$ cat src/rtl/flash_burst_cmd.sv
`default_nettype none
// ============================================================================
//  Module   : flash_burst_cmd
//  Brief    : UART command parser that bursts flash reads over an address range
//             and streams the returned bytes downstream.
//  Revision : 1.0
// ============================================================================
module flash_burst_cmd #(
    parameter logic [7:0]  TERM_CHAR  = 8'h0D,
    parameter logic [7:0]  ABORT_CHAR = 8'h1B,
    parameter logic [23:0] ADDR_BASE  = 24'h0,
    parameter int          RD_TIMEOUT = 255
) (
    input  logic        clk,
    input  logic        rstn,
    input  logic        rx_valid,
    input  logic [7:0]  rx_data,
    output logic        rx_read,
    output logic        spi_read,
    output logic [23:0] spi_addr,
    input  logic        spi_ready,
    input  logic [7:0]  spi_data,
    output logic        out_valid,
    output logic [7:0]  out_data,
    input  logic        out_ready,
    output logic        busy,
    output logic        err
);

    localparam int TW = (RD_TIMEOUT < 2) ? 1 : $clog2(RD_TIMEOUT + 1);
    localparam logic [TW-1:0] c_tmo_max = TW'(RD_TIMEOUT);
    localparam logic [TW-1:0] c_tmo_one = TW'(1);

    typedef enum logic [2:0] {
        S_IDLE    = 3'd0,
        S_ADDR    = 3'd1,
        S_LEN     = 3'd2,
        S_TERM    = 3'd3,
        S_RD_REQ  = 3'd4,
        S_RD_WAIT = 3'd5,
        S_OUT     = 3'd6
    } state_t;

    state_t        r_state,   w_state;
    logic          r_byte_vld;
    logic [7:0]    r_byte;
    logic [23:0]   r_addr,    w_addr;
    logic [7:0]    r_len,     w_len;
    logic [2:0]    r_nib,     w_nib;
    logic [23:0]   r_cur,     w_cur;
    logic [8:0]    r_rem,     w_rem;
    logic [TW-1:0] r_tmo,     w_tmo;
    logic [7:0]    r_out_data, w_out_data;
    logic          r_abort,   w_abort;
    logic          r_err,     w_err;
    logic          w_consume;
    logic [4:0]    w_hex;
    logic          w_abort_in;

    // Returns {is_hex, nibble}
    function automatic logic [4:0] hex_decode(input logic [7:0] c);
        logic [4:0] res;
        res = 5'd0;
        if (c >= 8'h30 && c <= 8'h39)
            res = {1'b1, c[3:0]};
        else if ((c >= 8'h41 && c <= 8'h46) || (c >= 8'h61 && c <= 8'h66))
            res = {1'b1, c[3:0] + 4'd9};
        return res;
    endfunction

    // The consumed byte is registered and acted on one cycle later; the same
    // register doubles as the rx_read pulse, blocking re-consumption.
    assign w_consume = rx_valid & ~r_byte_vld;

    always_ff @(posedge clk or negedge rstn) begin
        if (!rstn) begin
            r_state    <= S_IDLE;
            r_byte_vld <= 1'b0;
            r_byte     <= 8'h00;
            r_addr     <= 24'h0;
            r_len      <= 8'h00;
            r_nib      <= 3'd0;
            r_cur      <= 24'h0;
            r_rem      <= 9'd0;
            r_tmo      <= '0;
            r_out_data <= 8'h00;
            r_abort    <= 1'b0;
            r_err      <= 1'b0;
        end else begin
            r_state    <= w_state;
            r_byte_vld <= w_consume;
            r_byte     <= w_consume ? rx_data : r_byte;
            r_addr     <= w_addr;
            r_len      <= w_len;
            r_nib      <= w_nib;
            r_cur      <= w_cur;
            r_rem      <= w_rem;
            r_tmo      <= w_tmo;
            r_out_data <= w_out_data;
            r_abort    <= w_abort;
            r_err      <= w_err;
        end
    end

    always_comb begin
        w_state    = r_state;
        w_addr     = r_addr;
        w_len      = r_len;
        w_nib      = r_nib;
        w_cur      = r_cur;
        w_rem      = r_rem;
        w_tmo      = r_tmo;
        w_out_data = r_out_data;
        w_abort    = r_abort;
        w_err      = 1'b0;
        w_hex      = hex_decode(r_byte);
        w_abort_in = r_byte_vld && (r_byte == ABORT_CHAR);

        case (r_state)
            S_IDLE: begin
                if (r_byte_vld && (r_byte == 8'h52 || r_byte == 8'h72)) begin
                    w_state = S_ADDR;
                    w_addr  = 24'h0;
                    w_len   = 8'h00;
                    w_nib   = 3'd0;
                end
            end
            S_ADDR: begin
                if (r_byte_vld) begin
                    if (w_hex[4]) begin
                        w_addr = {r_addr[19:0], w_hex[3:0]};
                        if (r_nib == 3'd5) begin
                            w_nib   = 3'd0;
                            w_state = S_LEN;
                        end else begin
                            w_nib = r_nib + 3'd1;
                        end
                    end else begin
                        w_err   = 1'b1;
                        w_state = S_IDLE;
                    end
                end
            end
            S_LEN: begin
                if (r_byte_vld) begin
                    if (w_hex[4]) begin
                        w_len = {r_len[3:0], w_hex[3:0]};
                        if (r_nib == 3'd1) begin
                            w_nib   = 3'd0;
                            w_state = S_TERM;
                        end else begin
                            w_nib = r_nib + 3'd1;
                        end
                    end else begin
                        w_err   = 1'b1;
                        w_state = S_IDLE;
                    end
                end
            end
            S_TERM: begin
                if (r_byte_vld) begin
                    if (r_byte == TERM_CHAR) begin
                        w_state = S_RD_REQ;
                        w_cur   = r_addr + ADDR_BASE;
                        w_rem   = (r_len == 8'h00) ? 9'd256 : {1'b0, r_len};
                    end else begin
                        w_err   = 1'b1;
                        w_state = S_IDLE;
                    end
                end
            end
            S_RD_REQ: begin
                if (w_abort_in)
                    w_abort = 1'b1;
                w_tmo   = '0;
                w_state = S_RD_WAIT;
            end
            S_RD_WAIT: begin
                if (w_abort_in)
                    w_abort = 1'b1;
                if (spi_ready) begin
                    w_out_data = spi_data;
                    w_state    = S_OUT;
                end else if (r_tmo == c_tmo_max) begin
                    w_err   = 1'b1;
                    w_state = S_IDLE;
                end else begin
                    w_tmo = r_tmo + c_tmo_one;
                end
            end
            S_OUT: begin
                if (w_abort_in)
                    w_abort = 1'b1;
                if (out_ready) begin
                    w_cur = r_cur + 24'd1;
                    w_rem = r_rem - 9'd1;
                    // An abort landing on the final transfer ends the same way
                    if (r_rem == 9'd1 || r_abort || w_abort_in)
                        w_state = S_IDLE;
                    else
                        w_state = S_RD_REQ;
                end
            end
            default: w_state = S_IDLE;
        endcase

        if (w_state == S_IDLE)
            w_abort = 1'b0;
    end

    assign rx_read   = r_byte_vld;
    assign spi_read  = (r_state == S_RD_REQ);
    assign spi_addr  = r_cur;
    assign out_valid = (r_state == S_OUT);
    assign out_data  = r_out_data;
    assign busy      = (r_state == S_RD_REQ) || (r_state == S_RD_WAIT) || (r_state == S_OUT);
    assign err       = r_err;

endmodule
`default_nettype wire
$ cat config.mk
export PLATFORM = sky130hd
export DESIGN_NAME = flash_burst_cmd
export DESIGN_NICKNAME = d
export VERILOG_FILES = /design/src/rtl/flash_burst_cmd.sv
export SDC_FILE = /design/constraint.sdc
export NUM_CORES = 1
export LEC_CHECK = 0
export BUFFER_PORTS_ARGS = -buffer_cell sky130_fd_sc_hd__buf_2
export CAP_MARGIN = 40
export CORE_ASPECT_RATIO = 0.7
export CORE_MARGIN = 8
export CORE_UTILIZATION = 55
export CTS_CLUSTER_SIZE = 25
export DETAILED_ROUTE_END_ITERATION = 10
export PLACE_DENSITY = 0.73
export SKIP_LAST_GASP = 1
export SYNTH_ARGS = -nofsm -noshare
export SYNTH_HDL_FRONTEND = slang
export SYNTH_SLANG_ARGS = --single-unit
export TNS_END_PERCENT = 1
$ cat constraint.sdc
create_clock -name clk -period 5.6 [get_ports clk]
set_clock_uncertainty 0.1 [all_clocks]
set_input_delay 0.28 -clock clk [delete_from_list [all_inputs] [get_ports clk]]
set_output_delay 0.28 -clock clk [all_outputs]
set_load 0.02 [all_outputs]
# --- Yosys cells after proc, flatten, opt, wreduce, memory -nomap -nowiden ---
# Cells that the tools add are included.
word_totals:
  reg_bits: 98
  inputBits: 21
op_classes:
  n_addsub: 5
  magnitude_cmp: 6
  eq_ne: 24
  mux: 54
  n_bitwise: 2
  reduce_logical: 30
ops:
  columns: ["op", "count"]
  rows:
  - ["two-way mux 24 bit", 6]
  - ["one-hot mux 24 bit (2 select lines)", 2]
  - ["two-way mux 3 bit", 20]
  - ["two-way mux 8 bit", 5]
  - ["two-way mux 9 bit", 4]
  - ["one-hot mux 8 bit (2 select lines)", 2]
  - ["adder 24 x 1 -> 24 bit, second input constant", 1]
  - ["one-hot mux 3 bit (7 select lines)", 1]
  - ["!= test 2 bit, second input constant", 9]
  - ["one-hot mux 9 bit (2 select lines)", 1]
  - ["== test 8 x 7 -> 1 bit, second input constant", 2]
  - [">= comparator 8 x 7 -> 1 bit, second input constant", 2]
  - ["less-or-equal comparator 8 x 7 -> 1 bit, second input constant", 2]
  - ["== test 3 bit, second input constant", 4]
  - ["AND reduction 4 bit", 3]
  - ["nonzero test 2 bit", 6]
  - ["two-way mux 5 bit", 2]
  - ["== test 9 x 1 -> 1 bit, second input constant", 1]
  - ["two-way mux 1 bit", 9]
  - ["one-hot mux 3 bit (3 select lines)", 1]
  - ["subtractor 9 x 1 -> 9 bit, second input constant", 1]
  - ["adder 8 x 1 -> 8 bit, second input constant", 1]
  - ["== test 8 x 4 -> 1 bit, second input constant", 1]
  - ["== test 8 x 5 -> 1 bit, second input constant", 1]
  - ["21 further kinds", 34]

# --- Depth between registers and ports, before layout ---
# Gate-level depths: netlist of the first run.
depth:
  depth_word: 11
  ltp_mapped: 10

# --- Worst setup path before layout of the first run ---
# Ideal clock, no wire load.
synth_timing:
  path_type: "register to register"
  startpoint: "register r_byte[0]"
  endpoint: "register r_nib[1]"
  setup_time_ns: 0.127
  arrival_ns: 1.977
  t_required_ns: 5.373
  path_slack_ns: 3.396
  stages_incl_launch_ff: 8
  n_path_buf: 0
  period_less_slack_ns: 2.204
  path_cell_list: "dfrtp_1 > inv_1 > ha_1 > or3b_1 > and4_4 > o31ai_4 > nand2_2 > mux2_1"
synth_between:
  elab_chain_cells: 7
  elab_cells_between_ends: 20
  cone_classes: "6 x order compare; 5 x eq/ne; 2 x mux; 7 x reduce/logical"
synth_lines:
  columns: ["item", "line_no", "source"]
  rows:
  - ["start: declaration", "46", "logic [7:0] r_byte;"]
  - ["start signal: assignment", "92", "r_byte <= w_consume ? rx_data : r_byte;"]
  - [">= comparator 8 x 7 -> 1 bit or less-or-equal comparator 8 x 7 -> 1 bit (tied branches)", "66", "else if ((c >= 8'h41 && c <= 8'h46) || (c >= 8'h61 && c <= 8'h66))"]
  - ["logical AND 1 bit", "66", null]
  - ["logical OR 1 bit", "66", null]
  - ["two-way mux 5 bit", "66", null]
  - ["two-way mux 5 bit", "64", "if (c >= 8'h30 && c <= 8'h39)"]
  - ["!= test 2 bit (no line)", null, null]
  - ["AND reduction 6 bit (no line) *", null, null]
  - ["end signal: assignment", "95", "r_nib <= w_nib;"]
  - ["end: declaration", "49", "logic [2:0] r_nib, w_nib;"]
# Mark *: on every way between the ends. The rest lies on a longest branch, timed or not.
# A chain may end at the register's enable or synchronous reset.

# --- Final worst setup path of the first run ---
layout_timing:
  startpoint: "register r_state[0]"
  endpoint: "register r_cur[18], in the netlist spi_addr[18]"
layout_between:
  elab_chain_cells: 3
  elab_cells_between_ends: 8
  cone_classes: "5 x eq/ne; 1 x mux; 2 x reduce/logical"
layout_lines:
  columns: ["item", "line_no", "source"]
  rows:
  - ["start: declaration", "44", "state_t r_state, w_state;"]
  - ["start signal: assignment", "90", "r_state <= w_state;"]
  - ["== test 3 x 2 -> 1 bit or == test 3 bit (tied branches)", "119", "case (r_state)"]
  - ["!= test 2 bit (no line), or another cell as far along", null, null]
  - ["AND reduction 4 bit (no line)", null, null]
  - ["end signal: assignment", "96", "r_cur <= w_cur;"]
  - ["end: declaration", "50", "logic [23:0] r_cur, w_cur;"]
# Parallel ways exist; a longest one is shown, timed or not.

==> results.ini, run 1 <==
[status]
outcome = completed

[synthesis]
synth_area_um2 = 5330
synth_edf_count = 0
synth.avg_cell_area_um2 = 9.95
synth_seq_area_share = 0.460
syn-num-nets = 567
ys.flop_type = dfrtp_1
syn-instance-count = 536
ys_types = 75
yosysWarnings = 0
synthArstFlopShare = 1.00
ys_ff_latch = 98

[global_routing]
antenna_found_initial = 0
grtUsageTotal = 0.205
grt_pass1_vias = 4236
grt_max_degree = 51
overflow = 0
met2_usage = 0.308
use_met1 = 0.290
grt_use_met3 = 0.0446
grt_first_pass_wirelength_um = 22100
busiest_layer = met2

[clock_network]
cts_setup_buffers = 0
cts.hold.buffers_added = 1
h-tree-depth = 3
numCtsBuffers = 9
clockRootBuffer = clkbuf_16
clk_latency_ps = 340
cts_tree = done
ctsLongestPathBuffers = 2
cts_resized = 0
clk_pin_slew_worst_paths_ps = 60
numClockSinks = 98

[sta]
rsz0062_at_grt = false
period_needed_ps = 3180
timing.hold.ws_ps = 43.0
finalCritPeriodShare = 0.569
setup_viol = 0
fmax_mhz = 314
slew_viol_final = 0
tns_ps = 0
worst_pin_slew_ps = 837
slew_headroom = 0.441
hold_viol_final = 0

[routing]
wl_per_cell_um = 18.5
drt_pass1_iterations = 5
drcViolationCount = 0
ant_nets = 0
wl_um = 13100
drt_iter0_markers = 432
via_per_inst = 6.30
vias = 4465

[die]
dieArea_um2 = 13200
die-height_um = 98.4
pin_count = 58
initial_core_util = 0.557
die_w_um = 134
core_um2 = 9570
core.rowCount = 30

[power_and_ir_drop]
powerDensity_nw_per_um2 = 432
ir_drop_mv = 0.279
power_leakage_uw = 0.00255

[placement]
port_buffers = 57
gp_congestion = 0.882
place_hpwl_um = 9290

[setup_path]
cp.required_ps = 5760
reg2reg_to = spi_addr[18]$_DFFE_PN0P_
r2r_slack_ps = 2420
critPathKind = reg -> reg
critPathMaxFanout = 38
crit_arrival_ps = 3350
reg2reg_depth = 9
cp-start-kind = register
r2r_start = r_state[0]$_DFF_PN0_
endpoint_kind = register

[final_layout]
final_common_cell = dfrtp_1
regArea_um2 = 2450
multi_input_area_um2 = 2610
area_growth_pct = 11.1
num-fill-cells = 807
layout_common_cells = dfrtp_1, buf_2, nand2_1
drive_above_1_share = 0.194
antenna_cells = 0
fin_nets = 610

[hold_path]
hold_class = in -> reg
hp-start = rx_data[3]
whs_path_depth = 3
whs_endpoint = r_byte[3]$_DFFE_PN0P_

[job]
drv_cap = 0

## state kept, by name, summed over array words and instances (netlist names), 8 cells and up
| register | cells |
|---|---|
| spi_addr | 24 |
| out_data | 8 |
| r_tmo | 8 |
| r_rem | 9 |
| r_len | 8 |
| r_addr | 24 |
| r_byte | 8 |
## layer usage
| metal | up-vias | wire, um |
|---|---|---|
| met4 | 0 | 146 |
| met2 | 184 | 5890 |
| met3 | 17 | 891 |
| met1 | 2187 | 6180 |
| met5 | - | 0 |
| li1 | 2077 | - |
## critical path, stage by stage (launching register included)
cell      delay, ps
dfrtp_1         690
and2b_2         380
nand2_1          60
buf_4           280
inv_1           420
buf_4           380
nand3_1         250
nor4_1          270
a211oi_1         80
o21ai_0         180
## synthesized netlist by cell type, drive strengths merged (3+ instances only)
master | instances | area (um2)
a2bb2oi | 5 | 43.8
mux2i | 6 | 60.1
nor3 | 13 | 65.1
mux2 | 21 | 236
o21ai | 33 | 169
o32ai | 4 | 35.0
o22ai | 11 | 68.8
inv | 22 | 82.6
a22o | 26 | 228
o211ai | 3 | 22.5
nand2b | 6 | 40.0
a21oi | 37 | 189
nor2 | 31 | 116
o2bb2ai | 8 | 70.1
and3 | 6 | 37.5
a211oi | 8 | 72.6
nor2b | 4 | 25.0
nand3 | 21 | 105
ha | 10 | 125
nor4 | 6 | 37.5
nor3b | 3 | 22.5
nand4 | 4 | 40.0
dfrtp | 98 | 2450
or3 | 6 | 43.8
buf | 21 | 119
nand2 | 49 | 186
a2111oi | 4 | 36.3
and2 | 4 | 25.0
and4 | 8 | 75.1
clkbuf | 11 | 41.3
xnor2 | 7 | 61.3
## metrics by stage
step	instances	total power, uW	utilization	worst slack (ps)	cell area [um2]
6_report	709	2560	0.619	2420	5920
3_5_place_dp	695	2010	0.593	2520	5670
5_1_grt	709	2710	0.619	2160	5920
3_3_place_gp	692	1970	0.587	2530	5620
2_1_floorplan	536	1750	-	3400	5330
4_1_cts	709	2560	0.619	2460	5920
## area by class of cell
| class | count | share of cell area |
|---|---|---|
| inverters | 22 | 0.0139 |
| flip-flops and latches | 98 | 0.414 |
| well taps | 128 | 0.0270 |
| repair buffers | 65 | 0.0638 |
| clock buffers | 12 | 0.0399 |
| multi-input cells | 383 | 0.441 |
| clock inverters | 1 | 0.000845 |
## how the worst max path moves through the flow
stage / start / to / slack [ps] / cells after the start
5_1_grt: r_state[0]$_DFF_PN0_ / spi_addr[18]$_DFFE_PN0P_ / 2160 / 9
4_1_cts: r_state[0]$_DFF_PN0_ / spi_addr[18]$_DFFE_PN0P_ / 2460 / 9
3_5_place_dp: r_state[0]$_DFF_PN0_ / spi_addr[18]$_DFFE_PN0P_ / 2520 / 9
3_3_place_gp: r_state[0]$_DFF_PN0_ / spi_addr[21]$_DFFE_PN0P_ / 2530 / 6
2_1_floorplan: r_byte[0]$_DFFE_PN0P_ / r_nib[1]$_DFFE_PN0P_ / 3400 / 7
6_report: r_state[0]$_DFF_PN0_ / spi_addr[18]$_DFFE_PN0P_ / 2420 / 9
## where the power goes
| group | switching (uW) | internal [uW] |
|---|---|---|
| Sequential | 240 | 869 |
| Clock | 250 | 294 |
| Combinational | 554 | 352 |
## kinds of logic after synthesis
logic type,after synthesis,share of synthesized area
AOI/OAI and AO/OA,166,0.221
xor gates and xnor gates,7,0.0115
adders and majority gates,10,0.0235
buffers and inverters,55,0.0516
DFF,98,0.460
muxes,27,0.0556
and+or+nand+nor,173,0.177
No activity file was read; power rests on OpenSTA's default activity.
==> run 2, diff against run 1 <==
- clock period: 5.6 -> 3.3 ns (I/O delays scaled with it)
==> run 2 against run 1 <==
- cell count rose by 3.0%
- design area rose by 3.6%
- critical path depth fell by 4
- flip-flop and latch count did not move
- worst setup slack got worse by 1700 ps
- non-clock buffer count rose by 18
- global-route usage rose by 0.41 points
- worst hold slack improved by 86 ps
- first-iteration DRC count rose by 21%
- core utilization rose by 2.2 points
- critical path type is now reg -> out
- highest routed layer unchanged
==> results.ini, run 2 (same netlist as run 1, synthesis figures left out) <==
[sta]
fmax_mhz = 385
tns_ps = 0
hold_viol_final = 0
period_needed_ps = 2600
slew_viol_final = 0
slew_headroom = 0.424
rsz0062_at_grt = false
finalCritPeriodShare = 0.787
timing.hold.ws_ps = 129
setup_viol = 0
worst_pin_slew_ps = 862

[setup_path]
r2r_slack_ps = 780
critPathKind = reg -> out
endpoint_kind = primary output
cp-start-kind = register
crit_slowest_cell = dfrtp_1
crit_arrival_ps = 2330
slowest_delay_ps = 690
cp.required_ps = 3030
critPathMaxFanout = 19
path_cells = and2b_2 -> nand2_1 -> inv_1 -> buf_4 -> buf_2

[routing]
drt_iter0_markers = 523
vias = 4563
ant_nets = 0
drcViolationCount = 0
drt_pass1_iterations = 5
wl_per_cell_um = 18.2
wl_um = 13300
via_per_inst = 6.25

[final_layout]
final_common_cell = dfrtp_1
final_cell_count_no_fill = 730
antenna_cells = 0
fin_util = 0.641
area_growth_pct = 15.1
layout_common_cells = dfrtp_1, buf_2, nand2_1
fin_nets = 628
drive_above_1_share = 0.199

[placement]
place_hpwl_um = 9390
gp_congestion = 0.896
dp.cells = 697
port_buffers = 57

[clock_network]
clk_latency_ps = 340
cts_tree = done
numCtsBuffers = 9
cts_resized = 0
clockRootBuffer = clkbuf_16
ctsLongestPathBuffers = 2
clk_pin_slew_worst_paths_ps = 60
numClockSinks = 98
h-tree-depth = 3
cts_setup_buffers = 0

[global_routing]
grt_first_pass_wirelength_um = 22500
grtUsageTotal = 0.209
grt_pass1_vias = 4319
overflow = 0
antenna_found_initial = 0
grt_max_degree = 55

[die]
initial_core_util = 0.557
pin_count = 58
core.rowCount = 30
die-height_um = 98.4
dieArea_um2 = 13200
die_w_um = 134
core_um2 = 9570

[power_and_ir_drop]
power_leakage_uw = 0.00266
ir_drop_mv = 0.404
powerDensity_nw_per_um2 = 732

[status]
outcome = completed

[hold_path]
hold_class = in -> reg

[job]
drv_cap = 0

## run 2: changes by cell type in the layout (fill, tap and decap cells not counted), moves of 2 or more
cell,change
buf_4,+4
buf_6,-2
clkbuf_1,-2
clkinv_2,+2
dlygate4sd3_1,+16
## run 2: layout make-up
type	instances	area [um2]
well taps	128	160
repair buffers	83	538
fillers	773	3430
multi-input cells	383	2610
flip-flops and latches	98	2450
clock inverters	5	53.8
inverters	22	82.6
clock buffers	11	243
## run 2: per-stage QoR
step                worst slack (ps)  cell area (um2)  total power, uW
finish                           703             6140             4500
global route                     525             6140             4780
CTS                              708             6140             4510
detailed placement               823             5670             3440
global placement                 924             5670             3380
floorplan                       1100             5330             2960
## run 2: worst max-delay path: cells and delay by family (launching register included)
kind          cells  cell delay [ps]
flops             1              690
simple gates      2              370
buf+inv           3              920
## run 2: worst paths after layout
check | startpoint | endpoint | depth (start not counted)
worst min register to register | out_data[5]$_DFFE_PN0P_ | out_data[5]$_DFFE_PN0P_ | 1
max in group asynchronous | rstn | r_addr[20]$_DFFE_PN0P_ | 3
worst max-delay path | r_state[1]$_DFF_PN0_ | out_valid | 5
worst max register to register | r_byte[1]$_DFFE_PN0P_ | r_abort$_DFFE_PN0P_ | 7
worst min-delay path | spi_ready | err$_DFF_PN0_ | 3
min in group asynchronous | rstn | out_data[6]$_DFFE_PN0P_ | 2
## run 2: timing repair
| item | CTS | global route |
|---|---|---|
| hold buffers | 17 | 0 |
| hold endpoints to repair | 69 | 0 |
| setup endpoints to repair | 0 | 0 |
## run 2: metal layers
layer	track usage	part of all wire
met1	0.299	0.46
met5	0	0
met4	0.0576	0.012
met3	0.0472	0.071
met2	0.310	0.46
## run 2: report_power, final
part | total, uW | internal [uW] | switching (uW)
clock network | 1040 | 606 | 436
registers | 1870 | 1480 | 390
logic | 1590 | 618 | 971
==> run 3, diff against run 2 <==
- ABC_AREA: not set -> 1
- CORE_UTILIZATION: 55 -> 53
- PLACE_DENSITY: 0.73 -> 0.74
- clock period: 3.3 -> 2.1 ns (I/O delays scaled with it)
==> run 3 against run 2 <==
- core utilization fell by 0.52 points
- via count rose by 13%
- register-to-register slack got worse by 690 ps
- flip-flop and latch count did not move
- total power fell by 14%
- clock-buffer cell count fell by 2
- worst hold slack improved by 7.9 ps
- critical path depth rose by 4
- area after synthesis rose by 2.3%
- wire length rose by 10%
- largest power group unchanged
==> results.ini, run 3 <==
[routing]
wl_per_cell_um = 15.3
vias = 5160
drcViolationCount = 0
drt_iter0_markers = 411
wl_um = 14600
via_per_inst = 5.41
drt_pass1_iterations = 5
ant_nets = 0

[placement]
placed_area_um2 = 5940
place_hpwl_um = 10400
port_buffers = 57
place_ws_ps = -13.3
gp_congestion = 0.894

[global_routing]
antenna_found_initial = 0
grt_pass1_vias = 4846
grtUsageTotal = 0.218
grt_max_degree = 66
grt_first_pass_wirelength_um = 24000
overflow = 0

[final_layout]
area_growth_pct = 18.9
design_area_um2 = 6490
final_common_cell = nand2_1
drive_above_1_share = 0.153
fin_util = 0.636
layout_common_cells = nand2_1, dfrtp_1, inv_1
fin_nets = 848
antenna_cells = 0

[setup_path]
critPathMaxFanout = 26
path_buf_inv = 3
crit_slowest_cell = dfrtp_1
critPathKind = reg -> reg
cp.required_ps = 2270
crit_cells = 9
path_cells = inv_1 -> ha_1 -> nand3_1 -> o21ai_2 -> nand4_4 -> inv_2 -> buf_12 -> o21ai_0 -> o21ai_1
reg2reg_depth = 9
crit_arrival_ps = 2170
slowest_delay_ps = 390
endpoint_kind = register
cp-start-kind = register
cp_top_family = compound AO/OA/AOI/OAI gates

[sta]
worst_pin_slew_ps = 472
hold_viol_final = 0
slew_headroom = 0.685
period_needed_ps = 2010
finalCritPeriodShare = 0.956
tns_ps = 0
slew_viol_final = 0
setup_viol = 0
setup_ws_ps = 92.9
fmax_mhz = 498
rsz0062_at_grt = true

[die]
pin_count = 58
die_w_um = 137
initial_core_util = 0.535
die-height_um = 101
core_um2 = 10200
dieArea_um2 = 13900
core.rowCount = 31

[power_and_ir_drop]
powerDensity_nw_per_um2 = 594
power_uw = 3860
power_leakage_uw = 0.00316
ir_drop_mv = 0.484

[hold_path]
whs_path_depth = 6
hold_class = in -> reg

[synthesis]
ys_types = 43
synth_common_cells = nand2_1, dfrtp_1, inv_1
yosysWarnings = 0
synth_edf_count = 0
synth.avg_cell_area_um2 = 7.49
syn-instance-count = 729
syn-num-nets = 760
synthArstFlopShare = 1.00
ys_ff_latch = 98
yosysTopAreaCell = dfrtp_1
synth_area_um2 = 5460
ys.flop_type = dfrtp_1
synth_most_common_cell = nand2_1
synth_top_area_share = 0.449
synth_area_leaders = dfrtp_1, nand2_1, o21ai_0, inv_1, nor2_1
synth_seq_area_share = 0.449

[clock_network]
numCtsBuffers = 9
h-tree-depth = 3
clk_pin_slew_worst_paths_ps = 70
clockRootBuffer = clkbuf_16
numClockSinks = 98
ctsLongestPathBuffers = 2
cts_tree = done
clk_latency_ps = 350

[status]
outcome = completed

[job]
drv_cap = 0

-- run 3: cell count changes after synthesis, moves of 11 or more --
cell	previous run	this run
nand2_1	48	210
inv_1	22	89
o21ai_0	32	76
a22o_1	26	1
nor2_1	31	55
mux2_2	20	0
nand3_1	21	40
inv_2	0	11
-- run 3: metal layers --
metal	GRT usage	routed length [um]	share of wire	vias up
li1	-	-	-	2522
met1	0.319	7150	0.49	2433
met2	0.316	6280	0.43	189
met3	0.0498	1010	0.069	16
met4	0.0516	156	0.011	0
met5	0	0	0	-
-- run 3: layout make-up --
type                    instances  area, um2
flip-flops and latches         98       2450
clock inverters                 7       62.6
multi-input cells             512       2530
repair buffers                 96        676
fillers                       927       3710
inverters                     100        379
well taps                     132        165
clock buffers                   9        225
-- run 3: worst paths after layout --
check,start,slack [ps],end
worst min-delay path,out_ready,140,r_state[2]$_DFF_PN0_
worst min register to register,out_data[3]$_DFFE_PN0P_,370,out_data[3]$_DFFE_PN0P_
min in group asynchronous,rstn,150,r_tmo[3]$_DFFE_PN0P_
worst max-delay path,r_byte[1]$_DFFE_PN0P_,90,spi_addr[23]$_DFFE_PN0P_
max in group asynchronous,rstn,1060,r_addr[13]$_DFFE_PN0P_
worst max register to register,r_byte[1]$_DFFE_PN0P_,90,spi_addr[23]$_DFFE_PN0P_
-- run 3: through the flow --
stage          hold WS (ps)  std cells
6_report                137        954
4_1_cts                 132        948
3_5_place_dp           3.42        912
5_1_grt                 183        954
3_3_place_gp          -8.87        912
2_1_floorplan          -291        729
-- run 3: worst reg2reg max path, cell delays in order, from the launching register on --
cell,delay [ps]
dfrtp_1,390
inv_1,110
ha_1,210
nand3_1,130
o21ai_2,210
nand4_4,180
inv_2,140
buf_12,180
o21ai_0,110
o21ai_1,170
-- run 3: kinds of logic after synthesis --
family	count (synthesis)	synth area share
AO/OA/AOI/OAI	140	0.141
buffers and inverters	119	0.0883
flip-flops	98	0.449
AND/OR/NAND/NOR	349	0.278
XOR/XNOR	13	0.0209
adder cells (fa/ha/maj)	10	0.0229
-- run 3: power by group --
| part | total, uW | internal [uW] | switching, uW |
|---|---|---|---|
| combinational | 292 | 118 | 174 |
| sequential | 1960 | 1920 | 36.8 |
| clock | 1610 | 827 | 781 |
| total | 3860 | 2860 | 992 |
-- run 3: repair_timing --
action,4_1_cts,5_1_grt
pin swaps,0,2
hold endpoints to repair,50,0
resized for setup,1,7
endpoints found under the setup margin,5,42
hold buffers,20,0
setup buffers,0,6
